`src/rtl/dropout_pkg.sv`:
```
// Shared types, constants and helper functions for the dropout mask controller.
// The LFSR polynomial is fixed for a 16-bit register; widths follow from the constants below.
package dropout_pkg;

   localparam int N_NEURONS = 8;
   localparam int LFSR_W    = 16;
   localparam int RATE_W    = 8;
   localparam int IDX_W     = $clog2(N_NEURONS);
   localparam int CNT_W     = $clog2(N_NEURONS + 1);

   localparam logic [LFSR_W-1:0] LFSR_POLY    = 16'hB400;
   localparam logic [LFSR_W-1:0] DEFAULT_SEED = 16'hACE1;

   typedef enum logic [1:0] {
      IDLE,
      GEN,
      DONE
   } dropout_state_t;

   // One Galois step: shift right, fold the polynomial in when a one drops out.
   function automatic logic [LFSR_W-1:0] lfsr_step(input logic [LFSR_W-1:0] s);
      return (s >> 1) ^ (s[0] ? LFSR_POLY : '0);
   endfunction

   function automatic logic [CNT_W-1:0] count_zeros(input logic [N_NEURONS-1:0] m);
      logic [CNT_W-1:0] c;
      c = '0;
      for (int i = 0; i < N_NEURONS; i++) begin
         if (!m[i]) c = c + CNT_W'(1);
      end
      return c;
   endfunction

endpackage

```
`src/rtl/dropout_lfsr.sv`:
```
// 16-bit Galois LFSR with seed load (zero seed maps to DEFAULT_SEED) and step enable.
// Exposes only the low RATE_W bits, which is all the comparator consumes.
module dropout_lfsr
   import dropout_pkg::*;
(
   input  logic              clk,
   input  logic              reset_n,
   input  logic              load,
   input  logic [LFSR_W-1:0] seed,
   input  logic              step,
   output logic [RATE_W-1:0] r
);

   logic [LFSR_W-1:0] lfsr_q;
   logic [LFSR_W-1:0] lfsr_d;

   // NOTE: every always_comb output gets a default on entry so no path infers a latch.
   always_comb begin
      lfsr_d = lfsr_q;
      if (load) begin
         lfsr_d = (seed == '0) ? DEFAULT_SEED : seed;
      end else if (step) begin
         lfsr_d = lfsr_step(lfsr_q);
      end
   end

   // NOTE: sequential state uses non-blocking assignment so all flops update together.
   always_ff @(posedge clk or negedge reset_n) begin
      if (!reset_n) lfsr_q <= DEFAULT_SEED;
      else          lfsr_q <= lfsr_d;
   end

   assign r = lfsr_q[RATE_W-1:0];

endmodule

```
`src/rtl/dropout_mask_ctrl.sv`:
```
// Per-frame dropout keep-mask generator: IDLE/GEN/DONE FSM, one mask bit per GEN cycle.
// Optional macro DROPOUT_MIN_KEEP_EN forces bit 0 on when a training mask comes out all-zero.
module dropout_mask_ctrl
   import dropout_pkg::*;
(
   input  logic                 clk,
   input  logic                 reset_n,
   input  logic                 enable,
   input  logic [RATE_W-1:0]    rate,
   input  logic                 seed_load,
   input  logic [LFSR_W-1:0]    seed,
   input  logic                 req_valid,
   output logic                 req_ready,
   output logic                 mask_valid,
   input  logic                 mask_ready,
   output logic [N_NEURONS-1:0] mask,
   output logic [CNT_W-1:0]     drop_count
);

   localparam logic [IDX_W-1:0] LAST_IDX = IDX_W'(N_NEURONS - 1);

   dropout_state_t       state_q, state_d;
   logic [IDX_W-1:0]     idx_q, idx_d;
   logic [N_NEURONS-1:0] mask_q, mask_d;
   logic [CNT_W-1:0]     drop_count_q, drop_count_d;
   logic                 mask_valid_q, mask_valid_d;
   logic                 mode_q, mode_d;
   logic [RATE_W-1:0]    rate_q, rate_d;
   logic                 rst_done_q;

   logic                 accept;
   logic                 lfsr_load;
   logic                 lfsr_step_en;
   logic [RATE_W-1:0]    lfsr_r;
   logic [N_NEURONS-1:0] mask_gen;

   dropout_lfsr u_lfsr (
      .clk     (clk),
      .reset_n (reset_n),
      .load    (lfsr_load),
      .seed    (seed),
      .step    (lfsr_step_en),
      .r       (lfsr_r)
   );

   // A seed load owns the IDLE cycle, so a coincident request waits one cycle.
   assign req_ready = rst_done_q && (state_q == IDLE) && !seed_load;
   assign accept    = req_valid && req_ready;
   assign lfsr_load = seed_load && (state_q == IDLE);

   always_comb begin
      state_d      = state_q;
      idx_d        = idx_q;
      mask_d       = mask_q;
      drop_count_d = drop_count_q;
      mask_valid_d = mask_valid_q;
      mode_d       = mode_q;
      rate_d       = rate_q;
      lfsr_step_en = 1'b0;
      mask_gen     = mask_q;

      unique case (state_q)
         IDLE: begin
            if (accept) begin
               mode_d = enable;
               rate_d = rate;
               idx_d  = '0;
               if (enable) begin
                  mask_d  = '0;
                  state_d = GEN;
               end else begin
                  mask_d       = '1;
                  drop_count_d = '0;
                  mask_valid_d = 1'b1;
                  state_d      = DONE;
               end
            end
         end
         GEN: begin
            lfsr_step_en     = 1'b1;
            mask_gen[idx_q]  = mode_q ? (lfsr_r >= rate_q) : 1'b1;
            idx_d            = idx_q + IDX_W'(1);
            if (idx_q == LAST_IDX) begin
`ifdef DROPOUT_MIN_KEEP_EN
               if (mask_gen == '0) mask_gen[0] = 1'b1;
`endif
               drop_count_d = count_zeros(mask_gen);
               mask_valid_d = 1'b1;
               idx_d        = '0;
               state_d      = DONE;
            end
            mask_d = mask_gen;
         end
         DONE: begin
            if (mask_ready) begin
               mask_valid_d = 1'b0;
               state_d      = IDLE;
            end
         end
         default: state_d = IDLE;
      endcase
   end

   always_ff @(posedge clk or negedge reset_n) begin
      if (!reset_n) begin
         state_q      <= IDLE;
         idx_q        <= '0;
         mask_q       <= '0;
         drop_count_q <= '0;
         mask_valid_q <= 1'b0;
         mode_q       <= 1'b0;
         rate_q       <= '0;
         rst_done_q   <= 1'b0;
      end else begin
         state_q      <= state_d;
         idx_q        <= idx_d;
         mask_q       <= mask_d;
         drop_count_q <= drop_count_d;
         mask_valid_q <= mask_valid_d;
         mode_q       <= mode_d;
         rate_q       <= rate_d;
         rst_done_q   <= 1'b1;
      end
   end

   assign mask       = mask_q;
   assign drop_count = drop_count_q;
   assign mask_valid = mask_valid_q;

endmodule

```
`config.mk`:
```
export PLATFORM = sky130hd
export DESIGN_NAME = dropout_mask_ctrl
export DESIGN_NICKNAME = d
export VERILOG_FILES = /design/src/rtl/dropout_pkg.sv /design/src/rtl/dropout_lfsr.sv /design/src/rtl/dropout_mask_ctrl.sv
export SDC_FILE = /design/constraint.sdc
export NUM_CORES = 1
export LEC_CHECK = 0
export CORE_MARGIN = 4
export CORE_UTILIZATION = 40
export CTS_BUF_LIST = sky130_fd_sc_hd__clkbuf_8
export DETAILED_ROUTE_END_ITERATION = 12
export GPL_TIMING_DRIVEN = 0
export PLACE_DENSITY = 0.72
export SLEW_MARGIN = 15
export SYNTH_ARGS = -nofsm -noshare
export SYNTH_HDL_FRONTEND = slang
export SYNTH_SLANG_ARGS = --single-unit
```
`constraint.sdc`:
```
create_clock -name clk -period 7.8 [get_ports clk]
set_input_delay 1.56 -clock clk [delete_from_list [all_inputs] [get_ports clk]]
set_output_delay 1.56 -clock clk [all_outputs]
set_load 0.005 [all_outputs]
```
# Word-level counts from Yosys, hierarchy flattened
# Cells that the tools add are included.
[word_totals]
regBits = 44
latch_bits = 0
mem_bits_rw = 0
rom_bits = 0
inputBits = 30
output_inout_bits = 14
word_cells = 95
mem_count = 0
[classes]
n_addsub = 8
multipliers = 0
div_mod_pow = 0
order_cmp = 3
eq_ne = 7
n_shift = 0
n_mux = 51
bitwise_logic = 1
n_reduce_logical = 16
[ops]
columns = ["op", "count"]
rows = [
  ["2-to-1 mux 4 bit", 24],
  ["2-to-1 mux 16 bit", 4],
  ["adder 4 x 1 -> 4 bit, second input constant", 7],
  ["zero test 16 bit", 1],
  ["2-to-1 mux 8 bit", 2],
  ["one-hot mux 8 bit (2 select lines)", 1],
  ["bitwise XOR 15 x 16 -> 16 bit", 1],
  ["bitwise mux 8 bit", 1],
  [">= comparator 8 bit", 1],
  ["2-to-1 mux 1 bit", 8],
  ["2-to-1 mux 2 bit", 4],
  ["inequality test 2 bit, second input constant", 4],
  ["one-hot mux 4 bit (2 select lines)", 1],
  ["2-to-1 mux 3 bit", 2],
  ["one-hot mux 2 bit (3 select lines)", 1],
  ["one-hot mux 3 bit (2 select lines)", 1],
  ["logical AND 1 bit", 5],
  ["AND reduction 5 bit", 1],
  ["less-than comparator 3 x 4 -> 1 bit, second input constant", 1],
  ["AND reduction 2 bit", 2],
  ["AND reduction 4 bit", 1],
  ["nonzero test 2 bit", 2],
  ["adder 3 x 1 -> 3 bit, second input constant", 1],
  ["demux 1 bit (select 3 bit)", 1],
  ["other kinds (9)", 9],
]

# Logic depth before layout (Yosys ltp)
[depth]
ltp_word = 36
ltp_mapped = 28
ltp_nobuf = 26

# Modules after synthesis
# From an unflattened synthesis, not the netlist that was laid out.
[hier_totals]
cells_unflattened = 348
area_unflattened_um2 = 3220.6
[by_module_without_submodules]
columns = ["mod", "instances", "cells_each", "area_each_um2", "seq_area_each_um2"]
rows = [
  ["dropout_mask_ctrl", 1, 269, 2323.5, 700.7],
  ["dropout_lfsr", 1, 79, 897.1, 410.4],
]

# Worst setup path before layout
# Ideal clock, no wire load.
[synth_timing]
path_type = "register -> register"
start = "register u_lfsr.lfsr_q[0]"
end = "register drop_count_q[2], in the netlist drop_count[2]"
setup_ns = 0.127
t_arrival_ns = 5.245
required_time_ns = 7.673
path_slack_ns = 2.428
path_stages_with_launch = 29
n_path_buf = 2
synth_period_minus_slack_ns = 5.372
path_cell_list = "dfstp_2 -> clkbuf_1 -> inv_1 -> ha_1 -> nor3b_1 -> o21a_1 -> o21a_1 -> a21oi_1 -> inv_1 -> ha_1 -> inv_1 -> or3_1 -> o311a_1 -> o311a_1 -> buf_6 -> ha_1 -> a21oi_1 -> a31oi_1 -> mux2i_1 -> o21a_1 -> ha_1 -> xnor2_1 -> o32ai_2 -> nor2b_1 -> ha_1 -> nand2_1 -> xnor2_1 -> xnor2_1 -> o21ai_0"
[synth_between]
elab_chain_cells = 34
[synth_rtl]
columns = ["element", "line", "rtl"]
rows = [
  ["start, declared", "dropout_lfsr.sv:14", "logic [LFSR_W-1:0] lfsr_q;"],
  ["start signal, assigned", "dropout_lfsr.sv:30", "else lfsr_q <= lfsr_d;"],
  [">= comparator 8 bit *", "dropout_mask_ctrl.sv:81", "mask_gen[idx_q] = mode_q ? (lfsr_r >= rate_q) : 1'b1;"],
  ["2-to-1 mux 1 bit *", "dropout_mask_ctrl.sv:81", ""],
  ["bitwise mux 8 bit *", "dropout_mask_ctrl.sv:81", ""],
  ["2-to-1 mux 1 bit", "dropout_pkg.sv:29", "if (!m[i]) c = c + CNT_W'(1);"],
  ["2-to-1 mux 4 bit", "dropout_mask_ctrl.sv:83", "if (idx_q == LAST_IDX) begin"],
  ["2-to-1 mux 4 bit", "dropout_mask_ctrl.sv:62", "unique case (state_q)"],
  ["adder 4 x 1 -> 4 bit", "dropout_pkg.sv:29", ""],
  ["2-to-1 mux 4 bit", "dropout_pkg.sv:29", ""],
  ["(+18 left out)", "n/a", ""],
  ["adder 4 x 1 -> 4 bit", "dropout_pkg.sv:29", ""],
  ["2-to-1 mux 4 bit", "dropout_pkg.sv:29", ""],
  ["2-to-1 mux 4 bit", "dropout_mask_ctrl.sv:83", ""],
  ["2-to-1 mux 4 bit", "dropout_mask_ctrl.sv:62", ""],
  ["adder 4 x 1 -> 4 bit", "dropout_pkg.sv:29", ""],
  ["2-to-1 mux 4 bit *", "dropout_pkg.sv:29", ""],
  ["2-to-1 mux 4 bit *", "dropout_mask_ctrl.sv:83", ""],
  ["one-hot mux 4 bit (2 select lines) *", "dropout_mask_ctrl.sv:62", ""],
  ["end signal, assigned", "dropout_mask_ctrl.sv:118", "drop_count_q <= drop_count_d;"],
  ["end, declared", "dropout_mask_ctrl.sv:25", "logic [CNT_W-1:0] drop_count_q, drop_count_d;"],
]
# Mark *: on every way between the ends. The rest lies on a longest branch, timed or not. The select of a mux whose other input is x is not followed.
# A chain may end at the register's enable or synchronous reset.

# Worst setup path after layout
# Same ends and word-level chain as after synthesis.

==> results.toml <==
[yosys]
yosysWarnings = 0
synth_seq_cells = 44
synthesis.area_um2 = 3120
synth-edff-count = 0
synthAdderAreaFrac_pct = 7.23
yosysTopAreaCell = "dfrtp_1"
yosys.area_share.simple_pct = 20.2
synth_top_family_by_area = "compound AO/OA/AOI/OAI gates"
ys_seq_area_share_pct = 35.7
synth.avg_cell_area_um2 = 8.58
yosysUniqueCellTypes = 63
yosysMostFrequentCell = "nand2_1"
syn_nets = 411
synth_compound_area_share_pct = 25.7
synth_cells = 363
synthTopCellsByCount = "nand2_1 (41), nor2_1 (40), dfrtp_1 (36), o21ai_0 (28), a21oi_1 (19)"
ys.flop_type = "dfrtp_1"
synth_xor_area_share_pct = 5.70
muxShareOfSynthArea_pct = 1.29
yosys-top-cells-area = "dfrtp_1 (29%), ha_1 (7.2%), dfstp_2 (6.7%)"
synth.top_cell.area_share_pct = 28.9
synthArstFlopShare_pct = 100

[global_route]
grt_pass1_vias = 2737
grtUsageTotal_pct = 18.3
antenna_found_initial = 0
grt_first_pass_wirelength_um = 13400
overflow = 0
grt_max_degree = 32

[clock_network]
cts-resized-gates = 0
cts_hold_buf = 0
cts_sinks = 44
cts_tree = "built"
insertion_delay_ns = 0.30
clockBufferDepth = 2
clk_pin_slew_ns = 0.09
htree_num_levels = 2
cts-buffers-inserted = 5
cts_setup_buffers = 0
cts-root-buf = "clkbuf_8"

[routing]
drtPass1Iterations = 5
dr_total_vias = 2903
avgViaCountPerCell = 5.65
drt-wirelength-per-cell_um = 15.5
drc = 0
postRouteWirelength_um = 7970
ant_nets = 0
drtIter0Drc = 167

[layout]
diodes = 0
drive_above_1_share_pct = 8.19
area_growth_pct = 22.2
final_area_um2 = 3810
nets = 462

[sta]
finalCriticalPeriod_ns = 6.17
fin_setup_tns_ns = 0
finClkSkew_ns = 0.00851
finalWorstSetupSlack_ns = 1.63
clock.fmax_mhz = 162
slew_headroom_pct = 52.9
setup_viol = 0
tightestPinTransition_ns = 0.699
fin_crit_sh_pct = 79.0
rsz0062_at_grt = "no"
finalMaxSlewViolations = 0
hold_viol_final = 0

[critical_path]
worstSetupEndpointType = "flop"
cp_data_arrival_time_ns = 6.34
crit_path_start_kind = "flop"
cp_slowest_cell = "dfstp_2"
crit_start = "u_lfsr.lfsr_q[0]$_DFFE_PN1P_"
required_ns = 7.98
path_class = "flop to flop"
crit_fanout = 8
crit_path_frequent_cell = "ha_1"
cpPeakStageDelay_ns = 0.52
r2r_start = "u_lfsr.lfsr_q[0]$_DFFE_PN1P_"

[floorplan]
rows = 31
core_um2 = 7410
initial_core_util_pct = 42.1
dieWidth_um = 96.3
die_area_um2 = 9270
die_h_um = 96.3
io_pins = 44

[place]
portBuffers = 43
place_congestion = 0.878
placed_area_um2 = 3680
place_ws_ns = 1.72
hpwl_um = 6100

[status]
outcome = "finished clean"

[min_path]
worstHoldStart = "mode_q$_DFFE_PN0P_"
hp-class = "flop to flop"

[job]
cap_viol_max_count = 0
[per-stage QoR]
stage / utilization, % / hold WS (ns) / std cells
after global placement: 49.5 / 0.466 / 505
after global routing: 51.4 / 0.519 / 514
final: 51.4 / 0.492 / 514
after floorplan: - / 0.447 / 363
after CTS: 51.4 / 0.492 / 514
after detailed placement: 49.7 / 0.470 / 506
[critical path, delay by kind of cell (launching register included)]
kind / cells / cell delay (ns)
flip-flops: 1 / 0.52
XOR/XNOR: 3 / 0.53
buffers and inverters: 5 / 0.85
AO/OA/AOI/OAI: 10 / 1.83
AND/OR/NAND/NOR: 4 / 0.68
multiplexers: 1 / 0.28
adder cells (fa/ha/maj): 5 / 1.37
[final timing paths]
path	to	slack, ns	cells after the start
max	drop_count[2]$_DFFE_PN0P_	1.63	28
min	mode_q$_DFFE_PN0P_	0.49	2
max reg2reg	drop_count[2]$_DFFE_PN0P_	1.63	28
min reg2reg	mode_q$_DFFE_PN0P_	0.49	2
max in group asynchronous	u_lfsr.lfsr_q[5]$_DFFE_PN1P_	6.10	2
min in group asynchronous	rst_done_q$_DFF_PN0_	1.15	1
[sequential cells by signal (all words and copies together) (netlist names)]
register,count
rate_q,8
rst_done_q,1
mask,8
mode_q,1
state_q,2
u_lfsr.lfsr_q,16
drop_count,4
idx_q,3
mask_valid,1
[routing by layer]
metal | global-route usage, % | vias up | share of wire [%]
met5 | 0 | - | 0
met4 | 5.92 | 0 | 1.3
met2 | 27.9 | 103 | 45
li1 | - | 1433 | -
met3 | 2.42 | 11 | 5.2
met1 | 26.6 | 1356 | 49
[cell families (layout without fill, tap and decap cells)]
family / count (synthesis) / in the layout
other cells: 1 / 1
simple gates: 131 / 131
xor+xnor: 17 / 17
compound gates: 117 / 117
flops: 44 / 44
mux: 4 / 4
buf+inv: 31 / 83
fa+ha+maj: 18 / 18
[area by class of cell]
type,instances,area [µm²]
fillers,683,3600
multi-input cells,288,1880
flip-flops and latches,44,1110
repair buffers,44,445
well taps,99,124
clock buffers,6,82.6
plain buffers,16,72.6
inverters,15,56.3
clock inverters,2,38.8
[layout by cell type (no fill, tap or decap), types with 7 or more instances in the layout]
master,synthesis,layout
xnor2_1,11,11
clkdlybuf4s50_1,0,42
o21ai_0,28,28
inv_1,15,15
clkbuf_1,13,13
a22oi_1,7,7
dfstp_2,8,8
nand2_1,41,41
nor4_1,7,7
nor2_1,40,40
dfrtp_1,36,36
a21oi_1,19,19
a31oi_1,11,11
o22ai_1,7,7
ha_1,18,18
Power is left out: the tool's default activity adds up to more than one toggle a clock period on the data nets, which glitch-free logic cannot reach.
